==> config.mk <==
export PLATFORM = sky130hd
export DESIGN_NAME = switch_bank_debounce
export DESIGN_NICKNAME = d
export VERILOG_FILES = /design/src/rtl/switch_bank_pkg.sv /design/src/rtl/switch_debounce_channel.sv /design/src/rtl/switch_bank_debounce.sv
export SDC_FILE = /design/constraint.sdc
export NUM_CORES = 1
export LEC_CHECK = 0
export BUFFER_PORTS_ARGS = -buffer_cell sky130_fd_sc_hd__buf_2
export CAP_MARGIN = 20
export CORE_ASPECT_RATIO = 0.6
export CORE_MARGIN = 2
export CORE_UTILIZATION = 50
export CTS_CLUSTER_SIZE = 28
export DETAILED_ROUTE_END_ITERATION = 12
export GPL_ROUTABILITY_DRIVEN = 1
export HOLD_SLACK_MARGIN = 0.15
export PLACE_DENSITY = 0.71
export SLEW_MARGIN = 0
export SYNTH_ARGS = -nofsm -noshare
export SYNTH_HDL_FRONTEND = slang
export SYNTH_SLANG_ARGS = --single-unit
==> constraint.sdc <==
create_clock -name clk -period 3.1 [get_ports clk]
set_clock_uncertainty 0.2 [all_clocks]
set_input_delay 0.31 -clock clk [delete_from_list [all_inputs] [get_ports clk]]
set_output_delay 0.31 -clock clk [all_outputs]
set_load 0.01 [all_outputs]
==> src/rtl/switch_bank_pkg.sv <==
// Shared types, status field offsets and cycle-count helper for switch_bank_debounce.
// Long-press logic is built only when SWITCH_LONG_PRESS_EN is defined.
package switch_bank_pkg;

    typedef enum logic [1:0] {
        StIdle,
        StTiming,
        StFired
    } long_state_e;

    localparam int unsigned LEVEL_LSB   = 0;
    localparam int unsigned PRESS_LSB   = 8;
    localparam int unsigned RELEASE_LSB = 16;
    localparam int unsigned LONG_LSB    = 24;

    // Cycles per millisecond is rounded up so short timings never undershoot.
    function automatic int unsigned ms_to_cycles(input int unsigned clk_rate,
                                                 input int unsigned ms);
        return ((clk_rate + 32'd999) / 32'd1000) * ms;
    endfunction

endpackage

==> src/rtl/switch_debounce_channel.sv <==
// One switch channel: polarity fix, 2-flop sync, debounce counter, level and event pulses.
// The long-press FSM exists only when SWITCH_LONG_PRESS_EN is defined.
module switch_debounce_channel
    import switch_bank_pkg::*;
#(
    parameter int unsigned DEBOUNCE_CYCLES = 10,
`ifdef SWITCH_LONG_PRESS_EN
    parameter int unsigned LONG_CYCLES     = 30,
`endif
    parameter bit          ACTIVE_LOW      = 1'b1
) (
    input  logic clk,
    input  logic reset_n,
    input  logic switch_a,
    output logic level,
    output logic pressPulse,
    output logic releasePulse,
    output logic longPulse
);

    localparam int unsigned      DEB_W      = $clog2(DEBOUNCE_CYCLES + 1);
    localparam logic [DEB_W-1:0] DEB_RELOAD = DEB_W'(DEBOUNCE_CYCLES - 1);

    logic             pin;
    logic             sync1_q, sync2_q, d1_q;
    logic             level_q, level_d;
    logic [DEB_W-1:0] deb_cnt_q, deb_cnt_d;

    assign pin = switch_a ^ ACTIVE_LOW;

    always_ff @(posedge clk) begin
        if (!reset_n) begin
            sync1_q   <= 1'b0;
            sync2_q   <= 1'b0;
            d1_q      <= 1'b0;
            deb_cnt_q <= DEB_RELOAD;
            level_q   <= 1'b0;
        end else begin
            sync1_q   <= pin;
            sync2_q   <= sync1_q;
            d1_q      <= sync2_q;
            deb_cnt_q <= deb_cnt_d;
            level_q   <= level_d;
        end
    end

    // Counter parks at zero once expired, so the level keeps tracking a stable pin.
    always_comb begin
        deb_cnt_d = deb_cnt_q;
        level_d   = level_q;
        if (sync2_q != d1_q) begin
            deb_cnt_d = DEB_RELOAD;
        end else if (deb_cnt_q != '0) begin
            deb_cnt_d = deb_cnt_q - DEB_W'(1);
        end else begin
            level_d = sync2_q;
        end
    end

    assign level        = level_q;
    assign pressPulse   = level_d & ~level_q;
    assign releasePulse = ~level_d & level_q;

`ifdef SWITCH_LONG_PRESS_EN
    localparam int unsigned       LONG_W      = $clog2(LONG_CYCLES + 1);
    localparam logic [LONG_W-1:0] LONG_RELOAD = LONG_W'(LONG_CYCLES - 1);

    long_state_e       lp_state_q, lp_state_d;
    logic [LONG_W-1:0] lp_cnt_q, lp_cnt_d;

    always_ff @(posedge clk) begin
        if (!reset_n) begin
            lp_state_q <= StIdle;
            lp_cnt_q   <= LONG_RELOAD;
        end else begin
            lp_state_q <= lp_state_d;
            lp_cnt_q   <= lp_cnt_d;
        end
    end

    // A release landing on the expiry cycle wins: no long-press for that press.
    always_comb begin
        lp_state_d = lp_state_q;
        lp_cnt_d   = lp_cnt_q;
        longPulse  = 1'b0;
        unique case (lp_state_q)
            StIdle: begin
                if (pressPulse) begin
                    lp_state_d = StTiming;
                    lp_cnt_d   = LONG_RELOAD;
                end
            end
            StTiming: begin
                if (releasePulse) begin
                    lp_state_d = StIdle;
                end else if (lp_cnt_q == '0) begin
                    lp_state_d = StFired;
                    longPulse  = 1'b1;
                end else begin
                    lp_cnt_d = lp_cnt_q - LONG_W'(1);
                end
            end
            StFired: begin
                if (releasePulse) begin
                    lp_state_d = StIdle;
                end
            end
            default: lp_state_d = StIdle;
        endcase
    end
`else
    assign longPulse = 1'b0;
`endif

endmodule

==> src/rtl/switch_bank_debounce.sv <==
// Multi-channel switch debouncer with sticky press/release/long-press events and W1C clear.
// Long-press events (status[31:24]) are built only when SWITCH_LONG_PRESS_EN is defined.
module switch_bank_debounce
    import switch_bank_pkg::*;
#(
    parameter int unsigned         CHANNELS      = 4,
    parameter int unsigned         CLK_RATE      = 100000000,
    parameter int unsigned         DEBOUNCE_MS   = 10,
    parameter int unsigned         LONG_PRESS_MS = 2000,
    parameter logic [CHANNELS-1:0] ACTIVE_LOW    = {CHANNELS{1'b1}}
) (
    input  logic                clk,
    input  logic                reset_n,
    input  logic [CHANNELS-1:0] switch_a,
    input  logic                csrStrobe,
    input  logic [31:0]         csrData,
    output logic [31:0]         status,
    output logic                irq
);

    localparam int unsigned DEBOUNCE_CYCLES = ms_to_cycles(CLK_RATE, DEBOUNCE_MS);
`ifdef SWITCH_LONG_PRESS_EN
    localparam int unsigned LONG_CYCLES     = ms_to_cycles(CLK_RATE, LONG_PRESS_MS);
`endif

    logic [CHANNELS-1:0] level;
    logic [CHANNELS-1:0] press_set, release_set, long_set;
    logic [CHANNELS-1:0] press_q, release_q, long_q;
    logic [CHANNELS-1:0] press_d, release_d;
    logic [CHANNELS-1:0] press_clr, release_clr;
    logic                irq_q;
    logic                unused_bits;

    for (genvar i = 0; i < CHANNELS; i++) begin : g_chan
        switch_debounce_channel #(
            .DEBOUNCE_CYCLES(DEBOUNCE_CYCLES),
`ifdef SWITCH_LONG_PRESS_EN
            .LONG_CYCLES    (LONG_CYCLES),
`endif
            .ACTIVE_LOW     (ACTIVE_LOW[i])
        ) u_chan (
            .clk         (clk),
            .reset_n     (reset_n),
            .switch_a    (switch_a[i]),
            .level       (level[i]),
            .pressPulse  (press_set[i]),
            .releasePulse(release_set[i]),
            .longPulse   (long_set[i])
        );
    end

    assign press_clr   = csrStrobe ? csrData[PRESS_LSB +: CHANNELS]   : '0;
    assign release_clr = csrStrobe ? csrData[RELEASE_LSB +: CHANNELS] : '0;

    // Set is OR-ed in after the clear so a simultaneous event is never lost.
    always_comb begin
        press_d   = (press_q & ~press_clr) | press_set;
        release_d = (release_q & ~release_clr) | release_set;
    end

    always_ff @(posedge clk) begin
        if (!reset_n) begin
            press_q   <= '0;
            release_q <= '0;
            irq_q     <= 1'b0;
        end else begin
            press_q   <= press_d;
            release_q <= release_d;
            irq_q     <= |{press_q, release_q, long_q};
        end
    end

`ifdef SWITCH_LONG_PRESS_EN
    logic [CHANNELS-1:0] long_d, long_clr;

    assign long_clr = csrStrobe ? csrData[LONG_LSB +: CHANNELS] : '0;
    assign long_d   = (long_q & ~long_clr) | long_set;

    always_ff @(posedge clk) begin
        if (!reset_n) begin
            long_q <= '0;
        end else begin
            long_q <= long_d;
        end
    end

    assign unused_bits = ^csrData;
`else
    assign long_q      = '0;
    assign unused_bits = ^{csrData, long_set, LONG_PRESS_MS[0]};
`endif

    always_comb begin
        status = '0;
        status[LEVEL_LSB +: CHANNELS]   = level;
        status[PRESS_LSB +: CHANNELS]   = press_q;
        status[RELEASE_LSB +: CHANNELS] = release_q;
        status[LONG_LSB +: CHANNELS]    = long_q;
    end

    assign irq = irq_q;

endmodule

Word level (Yosys, flattened, before mapping)
Cells that the tools add are included.
{"block": "totals", "register_bits": 105, "latchBits": 0, "ramBits": 0, "mem_bits_ro": 0, "inputBits": 39, "output_inout_bits": 33, "word_cells": 77, "n_memories": 0}
{"block": "op_classes", "n_addsub": 4, "n_mul": 0, "div": 0, "n_lt_le_gt_ge": 0, "eq_ne": 4, "shifts": 0, "mux": 10, "bitwise_logic": 27, "n_reduce_logical": 9}
{"cell": "20-bit nonzero test", "count": 4}
{"cell": "20-bit by 1-bit subtractor with 20-bit output (second input constant)", "count": 4}
{"cell": "1-bit inverter", "count": 13}
{"cell": "1-bit bitwise AND", "count": 8}
{"cell": "4-bit bitwise AND", "count": 2}
{"cell": "1-bit two-way mux", "count": 8}
{"cell": "4-bit two-way mux", "count": 2}
{"cell": "4-bit inverter", "count": 2}
{"cell": "4-bit bitwise OR", "count": 2}
{"cell": "2-bit OR reduction", "count": 4}
{"cell": "8-bit OR reduction", "count": 1}
{"cell": "1-bit != test", "count": 4}

Depth between registers and ports, before layout
Gate-level depths: netlist of run 1.
{"block": "logic_depth", "depth_word": 6, "mapped_depth": 8, "mapped_depth_nobuf": 7}

Modules after synthesis
A second synthesis of run 1 with hierarchy kept.
{"block": "unflattened", "cells_unflattened": 652, "hier_area_um2": 5904.4}
{"module": "switch_debounce_channel (g_chan[0].u_chan ...)", "n_inst": 3, "cells_each": 152, "area_each_um2": 1388.8, "seq_area_each_um2": 480.5}
{"module": "switch_debounce_channel (g_chan[3].u_chan)", "n_inst": 1, "cells_each": 146, "area_each_um2": 1256.2, "seq_area_each_um2": 480.5}
{"module": "switch_bank_debounce", "n_inst": 1, "cells_each": 50, "area_each_um2": 481.7, "seq_area_each_um2": 180.2}

Worst setup path before layout of run 1
Ideal clock, no wire load.
{"block": "synth_path", "path_kind": "reg2reg", "from": "register g_chan[3].u_chan.deb_cnt_q[0]", "to": "register g_chan[3].u_chan.deb_cnt_q[14]", "arrival_ns": 1.875, "required_time_ns": 2.771, "path_slack_ns": 0.897, "stages_incl_launch_ff": 8, "n_path_buf": 0, "synth_period_minus_slack_ns": 2.203, "cell_sequence": "dfxtp_1 inv_1 ha_1 or4b_2 or3_1 o21ai_0 xor2_1 nand2_1"}
{"block": "synth_between", "elab_chain_cells": 1, "word_cells_on_any_way": 2}
{"element": "start, declared", "line": "switch_debounce_channel.sv:27", "source": "logic [DEB_W-1:0] deb_cnt_q, deb_cnt_d;"}
{"element": "start signal, assigned", "line": "switch_debounce_channel.sv:42", "source": "deb_cnt_q <= deb_cnt_d;"}
{"element": "20-bit by 1-bit subtractor with 20-bit output / 20-bit nonzero test (equally long branches)", "line": "switch_debounce_channel.sv:54, switch_debounce_channel.sv:53"}
Parallel ways exist; a longest one is shown, timed or not.
A chain may end at the register's enable or synchronous reset.

Worst setup path after layout of run 1
{"block": "layout_path", "from": "register g_chan[2].u_chan.deb_cnt_q[0]", "to": "register release_q[2]"}
{"block": "layout_between", "elab_chain_cells": 6}
{"element": "start, declared", "line": "switch_debounce_channel.sv:27"}
{"element": "start signal, assigned", "line": "switch_debounce_channel.sv:42"}
{"element": "20-bit nonzero test", "line": "switch_debounce_channel.sv:53", "source": "end else if (deb_cnt_q != '0) begin"}
{"element": "1-bit two-way mux", "line": "switch_debounce_channel.sv:53"}
{"element": "1-bit two-way mux", "line": "switch_debounce_channel.sv:51", "source": "if (sync2_q != d1_q) begin"}
{"element": "1-bit inverter", "line": "switch_debounce_channel.sv:62", "source": "assign releasePulse = ~level_d & level_q;"}
{"element": "1-bit bitwise AND", "line": "switch_debounce_channel.sv:62"}
{"element": "4-bit bitwise OR", "line": "switch_bank_debounce.sv:58", "source": "release_d = (release_q & ~release_clr) | release_set;"}
{"element": "end signal, assigned", "line": "switch_bank_debounce.sv:68", "source": "release_q <= release_d;"}
{"element": "end, declared", "line": "switch_bank_debounce.sv:28", "source": "logic [CHANNELS-1:0] press_q, release_q, long_q;"}
Every way passes these cells.

==> impl_metrics.env, run 1 <==
export IMPL_status="finished, final reports clean"
export IMPL_report_final_slew_viol_count=0
export IMPL_grt_pass1_wl_mm=18.2
export IMPL_antenna_found_initial=0
export IMPL_wl_per_cell_um=14.5
export IMPL_ys_types=61
export IMPL_synth_top_area_share=0.412
export IMPL_grt_usage=0.207
export IMPL_drt_pass1_iterations=5
export IMPL_grt_pass1_vias=3840
export IMPL_swShare=0.234
export IMPL_ir_drop_mv=0.288
export IMPL_max_clock_freq_ghz=0.394
export IMPL_async_flop_share=0
export IMPL_viasPerCell=5.62
export IMPL_hold_path_class="in -> reg"
export IMPL_crit_type="reg -> reg"
export IMPL_portBuffers=27
export IMPL_ys_ff_latch=105
export IMPL_cp_max_fo=8
export IMPL_finalHoldViolCount=0
export IMPL_synth_seq_area_share=0.412
export IMPL_multi_input_area_mm2=0.00275
export IMPL_grt_overflow_total=0
export IMPL_gp_congestion=0.866
export IMPL_fin_tns_setup_ps=0
export IMPL_yosysTopAreaCell="dfxtp_1"
export IMPL_vias=4276
export IMPL_critical_path_required_ps=3170
export IMPL_worstMarginPinSlew_ps=791
export IMPL_cts_tree="done"
export IMPL_p_leak_uw=0.00199
export IMPL_htree_levels=3
export IMPL_syn2layout_area_growth_pct=11.0
export IMPL_start_util=0.516
export IMPL_core_area_mm2=0.00988
export IMPL_num_rows=28
export IMPL_numCtsBuffers=9
export IMPL_power_frac_comb=0.047
export IMPL_cp_start_kind="register"
export IMPL_path_clk_slew_ps=80
export IMPL_power_switching_uw=630
export IMPL_yosysMostFrequentCell="dfxtp_1"
export IMPL_clockBufferDepth=2
export IMPL_drt_iter0_markers=352
export IMPL_end_kind="register"
export IMPL_intPower_uw=2060
export IMPL_clkPwrFrac=0.437
export IMPL_clock_latency_ps=350
export IMPL_synth_flop_cell="dfxtp_1"
export IMPL_ys_top_cells_by_area="dfxtp_1 (41%), xnor2_1 (5.7%), nor2_1 (3.9%)"
export IMPL_arrival_ps=2610
export IMPL_post_cts_resized=0
export IMPL_yosys_top_cells_count="dfxtp_1 (105), nor2_1 (53), nand2_1 (51), o21ai_0 (34), xnor2_1 (33)"
export IMPL_root_buffer="clkbuf_16"
export IMPL_ios=72
export IMPL_powerDensity_mw_per_mm2=475
export IMPL_grt_max_degree=27
export IMPL_drc=0
export IMPL_whs_ps=175
export IMPL_diodes=0
export IMPL_syn_area_mm2=0.00510
export IMPL_setup_viol=0
export IMPL_rsz0062_at_grt="no"
export IMPL_dieArea_mm2=0.0110
export IMPL_fill_cells=873
export IMPL_layout_drive_gt1_share=0.112
export IMPL_postRouteAntennaNets=0
export IMPL_yosysWarnings=0
export IMPL_dp_hpwl_mm=7.49
export IMPL_synth_edf_count=0
export IMPL_syn_area_per_cell_um2=8.61
export IMPL_final_nets=668
export IMPL_p_seq_frac=0.516
export IMPL_die_width_um=134
export IMPL_period_minus_slack_ps=2540
export IMPL_die_height_um=82.2
export IMPL_slew_limit_headroom=0.469
export IMPL_totalWireLength_mm=11.0
export IMPL_maxCapViolCount=0
export IMPL_numClockSinks=105
export IMPL_syn_inst=592
export IMPL_period_share=0.819
export IMPL_seqCellArea_mm2=0.00210
## metal layers
| metal | wire [µm] | part of all wire | track usage | vias to the layer above |
|---|---|---|---|---|
| met4 | 81 | 0.0073 | 0.0453 | 0 |
| met3 | 479 | 0.043 | 0.0507 | 12 |
| met1 | 5480 | 0.50 | 0.281 | 2019 |
| met2 | 4990 | 0.45 | 0.338 | 121 |
| li1 | - | - | - | 2124 |
| met5 | 0 | 0 | 0 | - |
## power groups by stage
| stage | Clock (µW) | Combinational (µW) | Sequential, µW |
|---|---|---|---|
| 5_1_grt | 1250 | 142 | 1390 |
| 3_3_place_gp | 0 | 107 | 1420 |
| 6_report | 1170 | 126 | 1390 |
| 4_1_cts | 1200 | 124 | 1390 |
| 3_5_place_dp | 0 | 110 | 1420 |
| 2_1_floorplan | 0 | 101 | 1410 |
## placed cells by master, fill, tap and decap left out, types with 12 or more instances in the layout
| cell type | instances |
|---|---|
| dfxtp_1 | 105 |
| nor2_1 | 53 |
| nand2_1 | 51 |
| o21ai_0 | 34 |
| xnor2_1 | 33 |
| buf_2 | 27 |
| nor4_1 | 26 |
| nand3_1 | 26 |
| nor3_1 | 23 |
| conb_1 | 20 |
| a21oi_1 | 19 |
| xor2_1 | 19 |
| or3_1 | 15 |
| inv_1 | 14 |
| and2_1 | 13 |
| o211ai_1 | 12 |
| dlygate4sd3_1 | 12 |
## per-stage QoR
step / instances / total power (µW) / worst slack [ps] / instance area, µm² / utilization
floorplan: 611 / 1510 / 897 / 5170 / -
global placement: 733 / 1520 / 655 / 5230 / 0.529
detailed placement: 733 / 1530 / 608 / 5230 / 0.529
CTS: 761 / 2710 / 570 / 5660 / 0.573
global route: 761 / 2780 / 347 / 5660 / 0.573
finish: 761 / 2690 / 561 / 5660 / 0.573
## kinds of logic after synthesis
group,count (synthesis),synth area share
adders and majority gates,8,0.0196
xor gates and xnor gates,52,0.0893
DFF,105,0.412
and+or+nand+nor,262,0.279
muxes,2,0.00393
buffers and inverters,57,0.0631
AOI/OAI and AO/OA,105,0.132
other,1,0.000736
## flip-flops by register name (all words and copies together) (netlist names)
name	cells
g_chan.u_chan.sync2_q	4
g_chan.u_chan.sync1_q	4
g_chan.u_chan.d1_q	4
release_q	4
g_chan.u_chan.deb_cnt_q	80
irq	1
press_q	4
g_chan.u_chan.level	4
## layout make-up
type                    instances  area share
clock buffers                   9      0.0398
multi-input cells             449       0.485
flip-flops and latches        105       0.372
well taps                     135      0.0299
repair buffers                 42      0.0491
clock inverters                 7      0.0150
inverters                      14     0.00929
## path summary, 6_finish.rpt
check,start,endpoint,slack (ps),cells past startpoint
setup / recovery,g_chan[2].u_chan.deb_cnt_q[0],release_q[2],560,7
hold reg to reg,g_chan[2].u_chan.sync1_q,g_chan[2].u_chan.sync2_q,240,1
hold / removal,csrStrobe,press_q[2],170,4
setup reg to reg,g_chan[2].u_chan.deb_cnt_q[0],release_q[2],560,7
## critical path, stage by stage (launching register included)
cell	delay, ps
dfxtp_1	360
inv_1	110
ha_1	170
or3b_2	480
nor4_4	460
and2_1	410
nand3_1	110
a21boi_0	180
## what timing repair did
item,4_1_cts,5_1_grt
buffers inserted,0,0
hold endpoints to repair,12,0
hold buffers,12,0
Note: power is estimated with default switching activity, not from simulation.
==> run 2, diff against run 1 <==
--- a/config.mk
+++ b/config.mk
@@ -5,6 +5,7 @@
 export SDC_FILE = /design/constraint.sdc
 export NUM_CORES = 1
 export LEC_CHECK = 0
+export ABC_AREA = 1
 export BUFFER_PORTS_ARGS = -buffer_cell sky130_fd_sc_hd__buf_2
 export CAP_MARGIN = 20
 export CORE_ASPECT_RATIO = 0.6
@@ -14,7 +15,7 @@
 export DETAILED_ROUTE_END_ITERATION = 12
 export GPL_ROUTABILITY_DRIVEN = 1
 export HOLD_SLACK_MARGIN = 0.15
-export PLACE_DENSITY = 0.71
+export PLACE_DENSITY = 0.7
 export SLEW_MARGIN = 0
 export SYNTH_ARGS = -nofsm -noshare
 export SYNTH_HDL_FRONTEND = slang
==> constraint.sdc (replaced) <==
create_clock -name clk -period 2.4 [get_ports clk]
set_clock_uncertainty 0.2 [all_clocks]
set_input_delay 0.24 -clock clk [delete_from_list [all_inputs] [get_ports clk]]
set_output_delay 0.24 -clock clk [all_outputs]
set_load 0.01 [all_outputs]
==> impl_metrics.env, run 2 <==
export IMPL_critical_path_required_ps=2510
export IMPL_ys_ff_latch=105
export IMPL_cts_tree="done"
export IMPL_whs_endpoint="g_chan[3].u_chan.sync2_q"
export IMPL_report_final_slew_viol_count=0
export IMPL_largest_register="g_chan.u_chan.deb_cnt_q"
export IMPL_dp_hpwl_mm=10.2
export IMPL_start_util=0.512
export IMPL_postLayoutCellArea_mm2=0.00657
export IMPL_end_kind="register"
export IMPL_cp_start_kind="register"
export IMPL_hold_path_depth=2
export IMPL_p_leak_uw=0.00291
export IMPL_vias=5096
export IMPL_core_area_mm2=0.0113
export IMPL_max_clock_freq_ghz=0.445
export IMPL_root_buffer="clkbuf_16"
export IMPL_powerDensity_mw_per_mm2=523
export IMPL_final_cell_mix="nand2_1 (198), nor2_1 (147), dfxtp_1 (105)"
export IMPL_final_nets=930
export IMPL_reg2reg_from="g_chan[2].u_chan.deb_cnt_q[0]"
export IMPL_period_minus_slack_ps=2250
export IMPL_totalWireLength_mm=13.7
export IMPL_grt_overflow_total=0
export IMPL_viasPerCell=4.86
export IMPL_numCtsBuffers=9
export IMPL_maxCapViolCount=0
export IMPL_worstHoldStart="g_chan[3].u_chan.sync1_q"
export IMPL_drc=0
export IMPL_fill_cells=1069
export IMPL_numClockSinks=105
export IMPL_cp_max_fo=8
export IMPL_finalHoldViolCount=0
export IMPL_wl_per_cell_um=13.1
export IMPL_grt_pass1_vias=4239
export IMPL_reg2reg_depth=9
export IMPL_layout_drive_gt1_share=0.149
export IMPL_synth_top_area_share=0.364
export IMPL_syn_area_mm2=0.00578
export IMPL_ys_top_cells_by_area="dfxtp_1 (36%), nand2_1 (13%), nor2_1 (9.5%)"
export IMPL_diodes=0
export IMPL_synth_edf_count=0
export IMPL_grt_max_degree=21
export IMPL_yosys_top_cells_count="nand2_1 (198), nor2_1 (147), dfxtp_1 (105), inv_1 (73), nand3_1 (49)"
export IMPL_period_share=0.936
export IMPL_yosysMostFrequentCell="nand2_1"
export IMPL_layout_commonest_cell="nand2_1"
export IMPL_ir_drop_mv=0.331
export IMPL_die_height_um=87.3
export IMPL_rsz0062_at_grt="no"
export IMPL_clock_latency_ps=360
export IMPL_num_rows=30
export IMPL_synth_seq_area_share=0.364
export IMPL_antenna_found_initial=0
export IMPL_path_clk_slew_ps=80
export IMPL_htree_levels=3
export IMPL_synth_flop_cell="dfxtp_1"
export IMPL_yosysWarnings=0
export IMPL_drt_iter0_markers=409
export IMPL_setup_viol=0
export IMPL_largest_reg_flops=80
export IMPL_postRouteAntennaNets=0
export IMPL_syn2layout_area_growth_pct=13.6
export IMPL_status="finished, final reports clean"
export IMPL_syn_inst=826
export IMPL_clockBufferDepth=2
export IMPL_ys_types=40
export IMPL_hold_path_class="reg -> reg"
export IMPL_grt_pass1_wl_mm=22.6
export IMPL_drt_pass1_iterations=5
export IMPL_grt_usage=0.233
export IMPL_arrival_ps=2350
export IMPL_gp_congestion=0.940
export IMPL_place_area_mm2=0.00598
export IMPL_die_width_um=143
export IMPL_reg2reg_setup_slack_ps=150
export IMPL_yosysTopAreaCell="dfxtp_1"
export IMPL_worst_r2r_endpoint="release_q[2]"
export IMPL_portBuffers=27
export IMPL_p_total_uw=3430
export IMPL_crit_type="reg -> reg"
export IMPL_fin_tns_setup_ps=0
export IMPL_syn_area_per_cell_um2=7.00
export IMPL_async_flop_share=0
export IMPL_dieArea_mm2=0.0125
export IMPL_ios=72
[run 2: changes by cell type after synthesis, sizes merged, moves of 13 or more]
cell and delta:
and2 -14, inv +73, nand2 +158, nand3 +30
nor2 +133, nor4 -27, or3 -18, xnor2 -13
[run 2: area by class of cell]
type / instances / area (µm²) / share of cell area
multi-input cells: 619 / 3190 / 0.486
flip-flops and latches: 105 / 2100 / 0.320
repair buffers: 61 / 460 / 0.0701
inverters: 87 / 329 / 0.0501
clock buffers: 10 / 229 / 0.0349
well taps: 160 / 200 / 0.0305
clock inverters: 6 / 56.3 / 0.00857
[run 2: logic make-up after synthesis]
logic type / share of synthesized area
xor+xnor: 0.0589
other cells: 0.000649
compound gates: 0.0619
flops: 0.364
buf+inv: 0.0983
fa+ha+maj: 0.0173
simple gates: 0.399
[run 2: worst max-delay path: stages (launching register included)]
cell	delay [ps]
dfxtp_1	340
inv_2	150
ha_1	190
nand2_1	50
nor2_1	190
nand3_4	120
inv_2	120
nand3_1	130
a21oi_1	160
dlygate4sd3_1	560
[run 2: worst max path at each step]
stage / startpoint / end / slack [ps] / depth (start not counted)
3_3_place_gp: g_chan[0].u_chan.deb_cnt_q[0] / release_q[0] / 490 / 8
2_1_floorplan: g_chan[0].u_chan.deb_cnt_q[0] / g_chan[0].u_chan.deb_cnt_q[0] / 880 / 8
4_1_cts: g_chan[2].u_chan.deb_cnt_q[0] / release_q[2] / 60 / 9
3_5_place_dp: g_chan[0].u_chan.deb_cnt_q[0] / release_q[0] / 450 / 8
6_report: g_chan[2].u_chan.deb_cnt_q[0] / release_q[2] / 150 / 9
5_1_grt: g_chan[2].u_chan.deb_cnt_q[0] / release_q[2] / 8 / 9
[run 2: timing repair]
action,in CTS,in global routing
setup buffers,0,2
hold endpoints to repair,17,0
endpoints found under the setup margin,0,1
resized for setup,0,1
hold buffers,28,0
[run 2: metrics by stage]
stage / worst slack, ps / hold slack [ps] / cells / utilization
detailed placement: 447 / 200 / 1002 / 0.529
global placement: 492 / 194 / 1002 / 0.529
global route: 7.76 / 243 / 1048 / 0.581
finish: 153 / 218 / 1048 / 0.581
floorplan: 883 / 112 / 845 / -
CTS: 55.9 / 222 / 1046 / 0.579
[run 2: report_power, final]
part	total, µW	internal, µW	switching (µW)
Sequential	1780	1760	19.8
Clock	1460	731	724
Combinational	194	71.1	123
Total	3430	2570	866
[run 2: layer usage]
metal,up-vias,track usage,part of all wire
met3,7,0.0588,0.071
met4,0,0.0459,0.0061
met1,2280,0.399,0.57
met2,137,0.273,0.35
met5,-,0,0
li1,2672,-,-
==> run 3, diff against run 2 <==
--- a/config.mk
+++ b/config.mk
@@ -7,13 +7,14 @@
 export LEC_CHECK = 0
 export ABC_AREA = 1
 export BUFFER_PORTS_ARGS = -buffer_cell sky130_fd_sc_hd__buf_2
-export CAP_MARGIN = 20
+export CAP_MARGIN = 10
 export CORE_ASPECT_RATIO = 0.6
 export CORE_MARGIN = 2
 export CORE_UTILIZATION = 50
 export CTS_CLUSTER_SIZE = 28
 export DETAILED_ROUTE_END_ITERATION = 12
 export GPL_ROUTABILITY_DRIVEN = 1
+export GPL_TIMING_DRIVEN = 0
 export HOLD_SLACK_MARGIN = 0.15
 export PLACE_DENSITY = 0.7
 export SLEW_MARGIN = 0
==> impl_metrics.env, run 3 (synthesized netlist as in run 2, its figures left out) <==
export IMPL_critical_path_required_ps=2430
export IMPL_cpMaxStageDelayCell="dfxtp_1"
export IMPL_crit_top_cell="inv_1"
export IMPL_p_leak_uw=0.00300
export IMPL_root_buffer="clkbuf_16"
export IMPL_clockBufferDepth=2
export IMPL_portBuffers=26
export IMPL_crit_buf_inv=3
export IMPL_powerDensity_mw_per_mm2=524
export IMPL_final_cell_mix="nand2_1 (198), nor2_1 (147), dfxtp_1 (105)"
export IMPL_largest_register="g_chan.u_chan.deb_cnt_q"
export IMPL_report_final_slew_viol_count=0
export IMPL_path_cells="inv_1 -> ha_1 -> inv_1 -> nor3_1 -> nand3_1 -> inv_2 -> o21ai_0"
export IMPL_drc=0
export IMPL_ios=72
export IMPL_totalWireLength_mm=13.0
export IMPL_reg2reg_from="g_chan[0].u_chan.deb_cnt_q[0]"
export IMPL_fin_tns_setup_ps=0
export IMPL_dieArea_mm2=0.0125
export IMPL_slew_limit_headroom=0.665
export IMPL_multi_input_area_mm2=0.00318
export IMPL_arrival_ps=1840
export IMPL_clock_latency_ps=350
export IMPL_wl_per_cell_um=12.2
export IMPL_max_stage_delay_ps=300
export IMPL_critPathLaunch="g_chan[0].u_chan.deb_cnt_q[0]"
export IMPL_rsz0062_at_grt="no"
export IMPL_num_rows=30
export IMPL_cp_max_fo=8
export IMPL_vias=5118
export IMPL_die_height_um=87.3
export IMPL_critPathTopFamily="simple AND/OR/NAND/NOR gates"
export IMPL_syn2layout_area_growth_pct=14.8
export IMPL_cts_tree="done"
export IMPL_start_util=0.512
export IMPL_max_clock_freq_ghz=0.553
export IMPL_numCtsBuffers=9
export IMPL_met1_usage=0.347
export IMPL_grt_pass1_vias=4393
export IMPL_htree_levels=3
export IMPL_antenna_found_initial=0
export IMPL_grtUsageMet2=0.302
export IMPL_status="finished, final reports clean"
export IMPL_grt_busiest_layer="met1"
export IMPL_grt_pass1_wl_mm=21.7
export IMPL_fill_cells=1084
export IMPL_postRouteAntennaNets=0
export IMPL_crit_type="reg -> reg"
export IMPL_largest_reg_flops=80
export IMPL_grt_overflow_total=0
export IMPL_numClockSinks=105
export IMPL_drt_iter0_markers=459
export IMPL_die_width_um=143
export IMPL_period_minus_slack_ps=1810
export IMPL_hold_path_class="in -> reg"
export IMPL_end_kind="register"
export IMPL_p_total_uw=3480
export IMPL_worstHoldStart="csrStrobe"
export IMPL_grt_usage=0.220
export IMPL_path_clk_slew_ps=80
export IMPL_drt_pass1_iterations=4
export IMPL_dp_hpwl_mm=9.71
export IMPL_worstMarginPinSlew_ps=502
export IMPL_cts_setup_buffers=0
export IMPL_finalHoldViolCount=0
export IMPL_gp_congestion=0.909
export IMPL_maxCapViolCount=0
export IMPL_seqCellArea_mm2=0.00210
export IMPL_grt_util_met3=0.0467
export IMPL_viasPerCell=4.81
export IMPL_grt_max_degree=20
export IMPL_ir_drop_mv=0.365
export IMPL_diodes=0
export IMPL_final_nets=945
export IMPL_layout_commonest_cell="nand2_1"
export IMPL_core_area_mm2=0.0113
export IMPL_period_share=0.754
export IMPL_cp_start_kind="register"
export IMPL_layout_drive_gt1_share=0.174
export IMPL_setup_viol=0
[run 3: cell type report]
| type | instances | share of cell area |
|---|---|---|
| plain buffers | 34 | 0.0360 |
| clock inverters | 6 | 0.00867 |
| multi-input cells | 619 | 0.479 |
| inverters | 87 | 0.0496 |
| flip-flops and latches | 105 | 0.317 |
| repair buffers | 42 | 0.0437 |
| well taps | 160 | 0.0302 |
| clock buffers | 10 | 0.0360 |
[run 3: report_power, final]
group	total, µW	internal, µW	switching (µW)
logic	208	82.9	125
registers	1780	1760	20.0
clock network	1480	762	721
[run 3: per-stage QoR]
stage          std cells  instance area [µm²]   util  setup WS (ps)  hold WS [ps]
6_report            1063                 6640  0.588            591           164
2_1_floorplan        845                 5850      -            883           112
4_1_cts             1063                 6640  0.588            600           152
3_5_place_dp        1031                 6180  0.547            621           198
5_1_grt             1063                 6640  0.588            469           230
3_3_place_gp        1031                 6180  0.547            620           194
[run 3: final timing paths]
kind,cells past startpoint,endpoint,slack [ps]
min reg2reg,2,g_chan[1].u_chan.sync2_q,220
min,4,press_q[2],160
max,7,g_chan[0].u_chan.deb_cnt_q[2],590
max reg2reg,7,g_chan[0].u_chan.deb_cnt_q[2],590
[run 3: repair_timing]
item                                    CTS  global route
resized for setup                         0             0
endpoints found under the setup margin    0             0
endpoints found under the hold margin    18             0
hold buffers                             16             0
[run 3: metal layers]
metal,routed length [µm],up-vias,part of all wire
met3,919,11,0.071
met5,0,-,0
met1,7090,2262,0.55
met2,4840,144,0.37
met4,107,0,0.0083
li1,-,2701,-
[run 3: worst min-delay path, stage by stage]
cell      delay [ps]
clkbuf_1         200
nand2_1          120
nand3_1           60
nand2_1           60
